==> src/rtl/alu_sequencer_pkg.sv <==
// Shared ALU function codes, sequencer opcodes and flag bit positions.
// The flag index macros are shared by every block that decodes the ALU flags.
`ifndef FLAGS_Z
`define FLAGS_Z 3
`define FLAGS_N 2
`define FLAGS_C 1
`define FLAGS_V 0
`endif

package opcodes;

    typedef enum logic [3:0] {
        FnNOP  = 4'd0,
        FnADD  = 4'd1,
        FnSUB  = 4'd2,
        FnAND  = 4'd3,
        FnOR   = 4'd4,
        FnXOR  = 4'd5,
        FnNOT  = 4'd6,
        FnLSL  = 4'd7,
        FnLSR  = 4'd8,
        FnASR  = 4'd9,
        FnPASS = 4'd10
    } alu_functions_t;

    typedef enum logic [1:0] {
        SEQ_SHL = 2'd0,
        SEQ_SHR = 2'd1,
        SEQ_MUL = 2'd2,
        SEQ_RSV = 2'd3
    } seq_op_t;

endpackage

==> src/rtl/alu_sequencer.sv <==
// Multi-cycle shift / multiply controller that borrows the shared ALU one operation per cycle.
// The parent muxes the ALU inputs from this block while Busy is high.
module alu_sequencer
    import opcodes::*;
#(
    parameter bit EARLY_EXIT = 1'b1
) (
    input  logic           Clock,
    input  logic           Reset,
    input  logic           Start,
    input  seq_op_t        SeqOp,
    input  logic [15:0]    A,
    input  logic [15:0]    B,
    output logic           Busy,
    output logic           Done,
    output logic [15:0]    Result,
    output logic [3:0]     Flags,
    output alu_functions_t AluOp,
    output logic [15:0]    AluOp1,
    output logic [15:0]    AluOp2,
    output logic           AluCarryIn,
    input  logic [15:0]    AluResult,
    input  logic [3:0]     AluFlags
);

    typedef enum logic [2:0] {StIdle, StShift, StMulAdd, StMulShift, StFin} state_e;

    state_e      state_q, state_d;
    seq_op_t     op_q, op_d;
    logic [15:0] work_q, work_d;
    logic [15:0] mcand_q, mcand_d;
    logic [15:0] mplier_q, mplier_d;
    logic [15:0] acc_q, acc_d;
    logic [15:0] result_q, result_d;
    logic [3:0]  cnt_q, cnt_d;
    logic [3:0]  iter_q, iter_d;
    logic [3:0]  flags_q, flags_d;
    logic        csticky_q, csticky_d;
    logic        cshift_q, cshift_d;
    logic        done_q, done_d;
    logic [15:0] fin_res;
    logic        fin_c;
    logic        unused_alu_flags;

    assign unused_alu_flags = ^{AluFlags[`FLAGS_Z], AluFlags[`FLAGS_N], AluFlags[`FLAGS_V]};

    always_comb begin
        state_d    = state_q;
        op_d       = op_q;
        work_d     = work_q;
        mcand_d    = mcand_q;
        mplier_d   = mplier_q;
        acc_d      = acc_q;
        result_d   = result_q;
        cnt_d      = cnt_q;
        iter_d     = iter_q;
        flags_d    = flags_q;
        csticky_d  = csticky_q;
        cshift_d   = cshift_q;
        done_d     = 1'b0;
        AluOp      = FnNOP;
        AluOp1     = 16'd0;
        AluOp2     = 16'd0;
        fin_res    = 16'd0;
        fin_c      = 1'b0;

        unique case (state_q)
            StIdle: begin
                if (Start) begin
                    op_d      = SeqOp;
                    work_d    = A;
                    mcand_d   = A;
                    mplier_d  = B;
                    cnt_d     = B[3:0];
                    acc_d     = 16'd0;
                    iter_d    = 4'd0;
                    csticky_d = 1'b0;
                    cshift_d  = 1'b0;
                    unique case (SeqOp)
                        SEQ_SHL, SEQ_SHR: state_d = (B[3:0] == 4'd0) ? StFin : StShift;
                        SEQ_MUL: begin
                            if (B == 16'd0) state_d = StFin;
                            else            state_d = B[0] ? StMulAdd : StMulShift;
                        end
                        default: state_d = StFin;
                    endcase
                end
            end
            StShift: begin
                AluOp    = (op_q == SEQ_SHL) ? FnLSL : FnLSR;
                AluOp1   = work_q;
                work_d   = AluResult;
                cnt_d    = cnt_q - 4'd1;
                cshift_d = (op_q == SEQ_SHL) ? work_q[15] : work_q[0];
                if (cnt_q == 4'd1) state_d = StFin;
            end
            StMulAdd: begin
                AluOp     = FnADD;
                AluOp1    = acc_q;
                AluOp2    = mcand_q;
                acc_d     = AluResult;
                csticky_d = csticky_q | AluFlags[`FLAGS_C];
                state_d   = StMulShift;
            end
            StMulShift: begin
                AluOp    = FnLSL;
                AluOp1   = mcand_q;
                mcand_d  = AluResult;
                mplier_d = mplier_q >> 1;
                iter_d   = iter_q + 4'd1;
                // iter_q counts completed iterations; 15 here means this is the 16th.
                if ((EARLY_EXIT && (mplier_d == 16'd0)) || (iter_q == 4'd15)) state_d = StFin;
                else state_d = mplier_d[0] ? StMulAdd : StMulShift;
            end
            StFin: begin
                unique case (op_q)
                    SEQ_SHL, SEQ_SHR: begin fin_res = work_q; fin_c = cshift_q;  end
                    SEQ_MUL:          begin fin_res = acc_q;  fin_c = csticky_q; end
                    default:          begin fin_res = 16'd0;  fin_c = 1'b0;      end
                endcase
                result_d            = fin_res;
                flags_d             = 4'd0;
                flags_d[`FLAGS_Z]   = (fin_res == 16'd0);
                flags_d[`FLAGS_N]   = fin_res[15];
                flags_d[`FLAGS_C]   = fin_c;
                done_d              = 1'b1;
                state_d             = StIdle;
            end
            default: state_d = StIdle;
        endcase
    end

    always_ff @(posedge Clock) begin
        if (Reset) begin
            state_q   <= StIdle;
            op_q      <= SEQ_SHL;
            work_q    <= 16'd0;
            mcand_q   <= 16'd0;
            mplier_q  <= 16'd0;
            acc_q     <= 16'd0;
            result_q  <= 16'd0;
            cnt_q     <= 4'd0;
            iter_q    <= 4'd0;
            flags_q   <= 4'd0;
            csticky_q <= 1'b0;
            cshift_q  <= 1'b0;
            done_q    <= 1'b0;
        end else begin
            state_q   <= state_d;
            op_q      <= op_d;
            work_q    <= work_d;
            mcand_q   <= mcand_d;
            mplier_q  <= mplier_d;
            acc_q     <= acc_d;
            result_q  <= result_d;
            cnt_q     <= cnt_d;
            iter_q    <= iter_d;
            flags_q   <= flags_d;
            csticky_q <= csticky_d;
            cshift_q  <= cshift_d;
            done_q    <= done_d;
        end
    end

    assign Busy       = (state_q != StIdle);
    assign Done       = done_q;
    assign Result     = result_q;
    assign Flags      = flags_q;
    assign AluCarryIn = 1'b0;

endmodule

==> config.mk <==
export PLATFORM = sky130hd
export DESIGN_NAME = alu_sequencer
export DESIGN_NICKNAME = d
export VERILOG_FILES = /design/src/rtl/alu_sequencer_pkg.sv /design/src/rtl/alu_sequencer.sv
export SDC_FILE = /design/constraint.sdc
export NUM_CORES = 1
export LEC_CHECK = 0
export BUFFER_PORTS_ARGS = -buffer_cell sky130_fd_sc_hd__buf_2
export CAP_MARGIN = 20
export CORE_ASPECT_RATIO = 0.75
export CORE_MARGIN = 1.5
export CORE_UTILIZATION = 40
export CTS_BUF_LIST = sky130_fd_sc_hd__clkbuf_4
export CTS_CLUSTER_SIZE = 16
export DETAILED_ROUTE_END_ITERATION = 10
export PLACE_DENSITY = 0.73
export SETUP_SLACK_MARGIN = 0.5
export SLEW_MARGIN = 20
export SYNTH_ARGS = -nofsm -noshare
export SYNTH_HDL_FRONTEND = slang
export SYNTH_SLANG_ARGS = --single-unit
==> constraint.sdc <==
create_clock -name Clock -period 2.45 [get_ports Clock]
set_input_delay 0.1225 -clock Clock [delete_from_list [all_inputs] [get_ports Clock]]
set_output_delay 0.1225 -clock Clock [all_outputs]
set_load 0.01 [all_outputs]
# Word level (Yosys, flattened, before mapping)
# Cells that the tools add are included.
# word_totals
ff_bits	99
out_inout_bits	59
in_bits	57
elab_cells	79
# op_classes
n_bitwise	1
n_reduce_logical	19
add_sub_neg	2
n_mux	32
eq_ne	12
# ops
op	n
16-bit one-hot mux with 2 select lines	5
16-bit 2-to-1 mux	5
16-bit zero test	3
16-bit one-hot mux with 3 select lines	1
4-bit one-hot mux with 2 select lines	2
3-bit 2-to-1 mux	5
4-bit 2-to-1 mux	3
3-bit one-hot mux with 4 select lines	1
4-bit one-hot mux with 3 select lines	1
2-bit AND reduction	5
3-bit by 2-bit equality test with 1-bit output, second input constant	2
1-bit one-hot mux with 2 select lines	3
3-bit one-hot mux with 2 select lines	1
2-bit nonzero test	3
1-bit 2-to-1 mux	5
4-bit by 1-bit adder with 4-bit output, second input constant	1
2-bit by 1-bit equality test with 1-bit output, second input constant	2
2-bit equality test, second input constant	2
4-bit by 1-bit equality test with 1-bit output, second input constant	1
4-bit equality test, second input constant	1
2-bit zero test	2
4-bit zero test	1
2-bit inequality test, second input constant	2
2-bit OR reduction	2
other kinds (7)	7

# Longest topological paths before layout
# logic_depth
depth_word	5
ltp_mapped	7
mapped_depth_nobuf	6

# Worst setup path after synthesis
# No wires, ideal clock.
# synth_timing
path_type	reg2reg
start	register state_q[0]
end	register mcand_q[0]
t_required_ns	2.308
synth_period_minus_slack_ns	1.578
arrival_ns	1.436
stages_incl_launch_ff	7
setup_time_ns	0.142
path_slack_ns	0.872
n_path_buf	3
path_cell_list	dfxtp_1 > buf_6 > or4b_4 > buf_6 > clkbuf_1 > nand2_1 > a311oi_1
# synth_between
elab_chain_cells	3
word_cells_on_any_way	6
classes_between	2 x eq/ne; 1 x mux; 3 x reduce/logical
# synth_lines
item	line_no	source
start: declaration	alu_sequencer.sv:28	state_e state_q, state_d;
start signal: assignment	alu_sequencer.sv:135	state_q <= StIdle;
start signal: assignment	alu_sequencer.sv:149	state_q <= state_d;
3-bit by 2-bit equality test with 1-bit output or 3-bit zero test (tied branches)	alu_sequencer.sv:67	unique case (state_q)
2-bit nonzero test (no line) or 2-bit inequality test (tied branches)	-	
2-bit AND reduction (no line)	-	
end signal: assignment	alu_sequencer.sv:152	mcand_q <= mcand_d;
end: declaration	alu_sequencer.sv:31	logic [15:0] mcand_q, mcand_d;
# Parallel ways exist; a longest one is shown, timed or not.
# A chain may end at the register's enable or synchronous reset.

# Final worst setup path
# layout_timing
start	register state_q[1]
end	register state_q[2]
# layout_between
elab_chain_cells	3
word_cells_on_any_way	8
classes_between	5 x eq/ne; 1 x mux; 2 x reduce/logical
# layout_lines
item	line_no
3-bit by 1-bit equality test with 1-bit output or 3-bit zero test (tied branches)	alu_sequencer.sv:67
2-bit inequality test (no line)	-
2-bit AND reduction (no line)	-
# Parallel ways exist; a longest one is shown, timed or not.

==> results.md <==
Worst setup path:
- The worst setup path startpoint is state_q[1].
- The worst setup path is captured at a register.
- The depth of the worst register-to-register path is 6.
- Data on the critical path is required at its endpoint by 2860 ps.
- The startpoint identified for the worst register-to-register timing path is state_q[1].
- The setup slack of the worst register-to-register path is 470 ps.
- Along the worst path, the maximum fanout reaches 53.
- Data arrives at the worst endpoint at between 2000 and 2500 ps.
- STA classifies the critical path startpoint as a register.
- In this run the critical register-to-register path is captured at state_q[2].
- By startpoint and endpoint, the worst setup path is classified as register to register.

STA:
- The max-slew violation count is 0.
- The worst setup skew after layout is 21.4 ps.
- The final setup violation count is 0.
- The worst max-slew margin expressed relative to the limit is 52.4%.
- The share of the cycle needed by the critical path after routing is 81.0%.
- The total count of hold-check failures in the final report is 0.
- The tightest hold path in the finished design has a slack of approximately 180 ps.
- Adding up every negative setup slack in the final design gives 0 ps.
- The actual transition at the worst max-transition pin is a little over 700 ps.
- Setup repair after global routing could not meet its margin everywhere.
- Based on the critical path, the design can be clocked at up to 504 MHz.
- Setup slack on the critical path of the routed design comes to 467 ps.
- The worst path in the final design needs a cycle of 1980 ps, including I/O delays and setup.

Route:
- The top routing layer in use is met4.
- The first routing iteration left 494 violations.
- In the final routed layout, each cell accounts on average for 17.7 um.
- The detailed route wirelength on metal3 is 1740 um.
- The detail route stage leaves a number of antenna-violating nets equal to 0.
- Dividing the detail-routed via count by the number of cells gives approximately 5.8.
- The final route contains 5,371 vias.
- The routed length on met1 is 7180 um.
- The detailed-router iteration count before antenna repair is 8.
- In the detailed route, the total length drawn on met2 is approximately 7000 um.
- Summed over all layers, the routed wires come to 16,500 um.
- For this run, design rule violations remaining after detail routing come to 0.

Placement:
- Once detailed placement completed, the half-perimeter wirelength came to 10,700 um.
- Prior to clock tree synthesis, the placed netlist has a worst setup slack of 524 ps.
- At the end of routability-driven placement, the weighted congestion stood at slightly above 0.9.
- The number of port buffers is between 100 and 150.

Flow run:
- The max-cap check violation count is 0.

Floorplanning:
- The core box area is 0.0117 sq mm.
- The width of the die is roughly 130 um.
- The initialized floorplan defines 34 standard-cell rows.
- The die covers between 0.01 and 0.015 sq mm.
- 116 I/O pins were placed.
- The initial standard-cell utilization of the core is 41.6%.
- The vertical die dimension is 98.7 um.

Cells and area:
- The count of fill cells added during filler insertion is 1,060.
- The area occupied by registers is 0.00195 sq mm.
- The multi-input combinational cells in the finished layout cover a total of 0.00276 sq mm.
- The net count of the finished layout is 827.
- The number of diodes is 0.
- The share of final-layout standard cells stronger than drive strength 1 is 26.6%.
- The layout-stage area growth over the synthesis result is 31.8%.

Global route:
- The sum of overflow across all layers after global routing is 0.
- The via count of the first global-routing pass is 5,004.
- The initial antenna violation count is 0.
- Entering global routing, the biggest net connects 54 pins.
- Across every metal layer, demand over resource in global routing totals 25.4%.
- The first global-routing pass estimated between 20,000 and 30,000 um of wire.

Logic synthesis:
- In the synthesized netlist the dominant register cell turns out to be sky130_fd_sc_hd__dfxtp_1.
- The post-synthesis instance area is between 0.004 and 0.005 sq mm.
- Synthesis handed over a netlist of 623 instances.
- The number of distinct standard cells referenced by the synthesized netlist is 52.
- The share of flip-flops with an asynchronous set or reset after synthesis is 0%.
- The number of warnings issued by yosys is 0.
- Synthesis inferred 97 register bits.
- The mean cell area of the mapped netlist is 7.84 sq um.
- Sequential elements use 39.8% of the synthesized area.
- The synthesized design contains 0 enable-type register cells.

Power and ir drop:
- For this design the static power due to leakage is 2.57 nW.
- Sequential cells burn about half of the power.
- Combinational logic is responsible for 28.5% of the overall power.
- The internal power contribution is 0.00241 W.
- The worst vdd rail ir drop is 0.281 mV.
- The switching power is 0.00137 W.
- The total power density per cell area is 588 mW/mm^2.
- The switching share of power is 36.2%.
- The clock network fraction of design power is 21.4%.

Min path:
- The worst hold endpoint is Done.
- The cell depth of the worst min-delay path is 2.
- The min-delay analysis places its worst path in the category input port to register.
- The launch instance of the worst min-delay path is Reset.

Clock tree:
- The clock latency of the later-clocked register in the worst-skew pair is a little under 500 ps.
- Clock tree synthesis selected as its root buffer the cell sky130_fd_sc_hd__clkbuf_4.
- TritonCTS built the clock tree.
- The tree built by TritonCTS fans out to 97 sinks.
- The maximum number of buffers from clock root to sink is 2.
- The number of levels the H-tree was split into is 3.
- Clock-pin slew was measured on the worst setup and hold paths at 160 ps.
- The number of buffers created by CTS is 9.

Status:
- The flow ran to the end, and the final reports show no timing, DRC or antenna violations.
synth_stat cells (all sizes together) (2+ instances only):
library cell | instances | area share [%]
a31oi | 19 | 2.4
and3b | 2 | 0.36
nor3 | 5 | 0.51
clkbuf | 32 | 2.5
o22ai | 3 | 0.38
ha | 3 | 0.77
dfxtp | 97 | 40
a22oi | 16 | 2.5
a21oi | 28 | 2.9
a311oi | 46 | 8.3
inv | 2 | 0.15
nand3 | 21 | 2.2
nand4 | 2 | 0.26
nand2 | 131 | 10
nor3b | 3 | 0.69
nor2b | 4 | 0.51
and2 | 16 | 2.1
nand3b | 18 | 2.8
mux2 | 18 | 4.2
a211oi | 2 | 0.31
a41oi | 2 | 0.36
nor4 | 12 | 1.5
buf | 29 | 3.7
nand2b | 4 | 0.51
o21ai | 6 | 0.61
nor2 | 84 | 6.7
repair_timing:
action / CTS / global route
setup endpoints to repair: 38 / 37
pin swaps: 0 / 8
gates cloned: 1 / 1
hold buffers: 51 / 0
setup buffers: 6 / 4
endpoints found under the hold margin: 70 / 0
gates resized for setup: 16 / 25
routing by layer:
metal	track usage [%]	vias to the layer above
met5	0	-
met4	10.7	0
met3	5.54	60
met2	37.0	329
met1	36.3	2489
li1	-	2493
critical path, cell delays in order (launching register included):
cell                      delay [ps]
sky130_fd_sc_hd__dfxtp_4         390
sky130_fd_sc_hd__buf_8           130
sky130_fd_sc_hd__buf_4           150
sky130_fd_sc_hd__or4b_4          820
sky130_fd_sc_hd__nor2_4          160
sky130_fd_sc_hd__o21ai_1          80
sky130_fd_sc_hd__o22ai_1         170
power by group through the flow:
stage,logic (W),registers [W],clock network (W)
2_1_floorplan,0.000642,0.00186,0
3_3_place_gp,0.000864,0.00191,0
3_5_place_dp,0.000888,0.00192,0
4_1_cts,0.00100,0.00188,0.000818
6_report,0.00108,0.00190,0.000811
5_1_grt,0.00117,0.00191,0.000871
logic make-up after synthesis:
group | Yosys count | share of synthesized area [%]
mux | 19 | 4.36
compound gates | 128 | 18.7
other cells | 1 | 0.0768
simple gates | 311 | 30.0
flops | 97 | 39.8
fa+ha+maj | 3 | 0.769
buf+inv | 64 | 6.36
state kept, by name, summed over array words and instances, names as in the netlist, 2 cells and up:
name      flops
acc_q        16
mcand_q      16
work_q       16
Result       15
mplier_q     15
cnt_q         4
iter_q        4
Flags         3
state_q       3
op_q          2
final cells by class:
cell class / count / share of cell area, %
Multi-Input combinational cell: 463 / 42.9
Sequential cell: 97 / 30.3
Timing Repair Buffer: 193 / 21.6
Tap cell: 162 / 3.15
Clock buffer: 9 / 1.05
Clock inverter: 7 / 0.856
Inverter: 3 / 0.175
cell usage in the layout (no fill, tap or decap), types with 3 or more instances in the layout:
| cell type | synthesis | layout |
|---|---|---|
| sky130_fd_sc_hd__a31oi_1 | 19 | 19 |
| sky130_fd_sc_hd__clkinvlp_4 | 0 | 3 |
| sky130_fd_sc_hd__nor2_2 | 1 | 5 |
| sky130_fd_sc_hd__dfxtp_1 | 97 | 94 |
| sky130_fd_sc_hd__o22ai_1 | 3 | 3 |
| sky130_fd_sc_hd__nand2b_1 | 4 | 4 |
| sky130_fd_sc_hd__nand3_1 | 21 | 21 |
| sky130_fd_sc_hd__buf_4 | 6 | 25 |
| sky130_fd_sc_hd__a22oi_2 | 0 | 14 |
| sky130_fd_sc_hd__mux2_4 | 0 | 8 |
| sky130_fd_sc_hd__nor4_1 | 12 | 12 |
| sky130_fd_sc_hd__mux2_2 | 18 | 10 |
| sky130_fd_sc_hd__clkbuf_4 | 0 | 9 |
| sky130_fd_sc_hd__nand3b_1 | 18 | 18 |
| sky130_fd_sc_hd__a311oi_1 | 46 | 46 |
| sky130_fd_sc_hd__ha_1 | 3 | 3 |
| sky130_fd_sc_hd__nor3_1 | 5 | 5 |
| sky130_fd_sc_hd__and2_1 | 16 | 16 |
| sky130_fd_sc_hd__nor2b_1 | 4 | 3 |
| sky130_fd_sc_hd__o21ai_0 | 5 | 5 |
| sky130_fd_sc_hd__buf_2 | 17 | 110 |
| sky130_fd_sc_hd__a21oi_1 | 28 | 28 |
| sky130_fd_sc_hd__nand2_1 | 131 | 131 |
| sky130_fd_sc_hd__dlygate4sd3_1 | 0 | 51 |
| sky130_fd_sc_hd__nor2_1 | 82 | 78 |
how the worst max path moves through the flow:
stage	slack [ps]	endpoint
finish	470	state_q[2]
global route	420	AluOp2[3]
CTS	450	AluOp2[3]
detailed placement	520	acc_q[1]
global placement	600	cnt_q[0]
floorplan	870	mcand_q[0]
per-stage QoR:
| stage | area [sq um] | instances | util (%) | power (W) |
|---|---|---|---|---|
| final | 6430 | 934 | 54.8 | 0.00378 |
| after global routing | 6430 | 934 | 54.8 | 0.00395 |
| after CTS | 6280 | 929 | 53.5 | 0.00370 |
| after detailed placement | 5510 | 855 | 46.9 | 0.00281 |
| after global placement | 5510 | 855 | 46.9 | 0.00278 |
| after floorplan | 4890 | 624 | - | 0.00250 |
(Power assumes the default switching activity.)
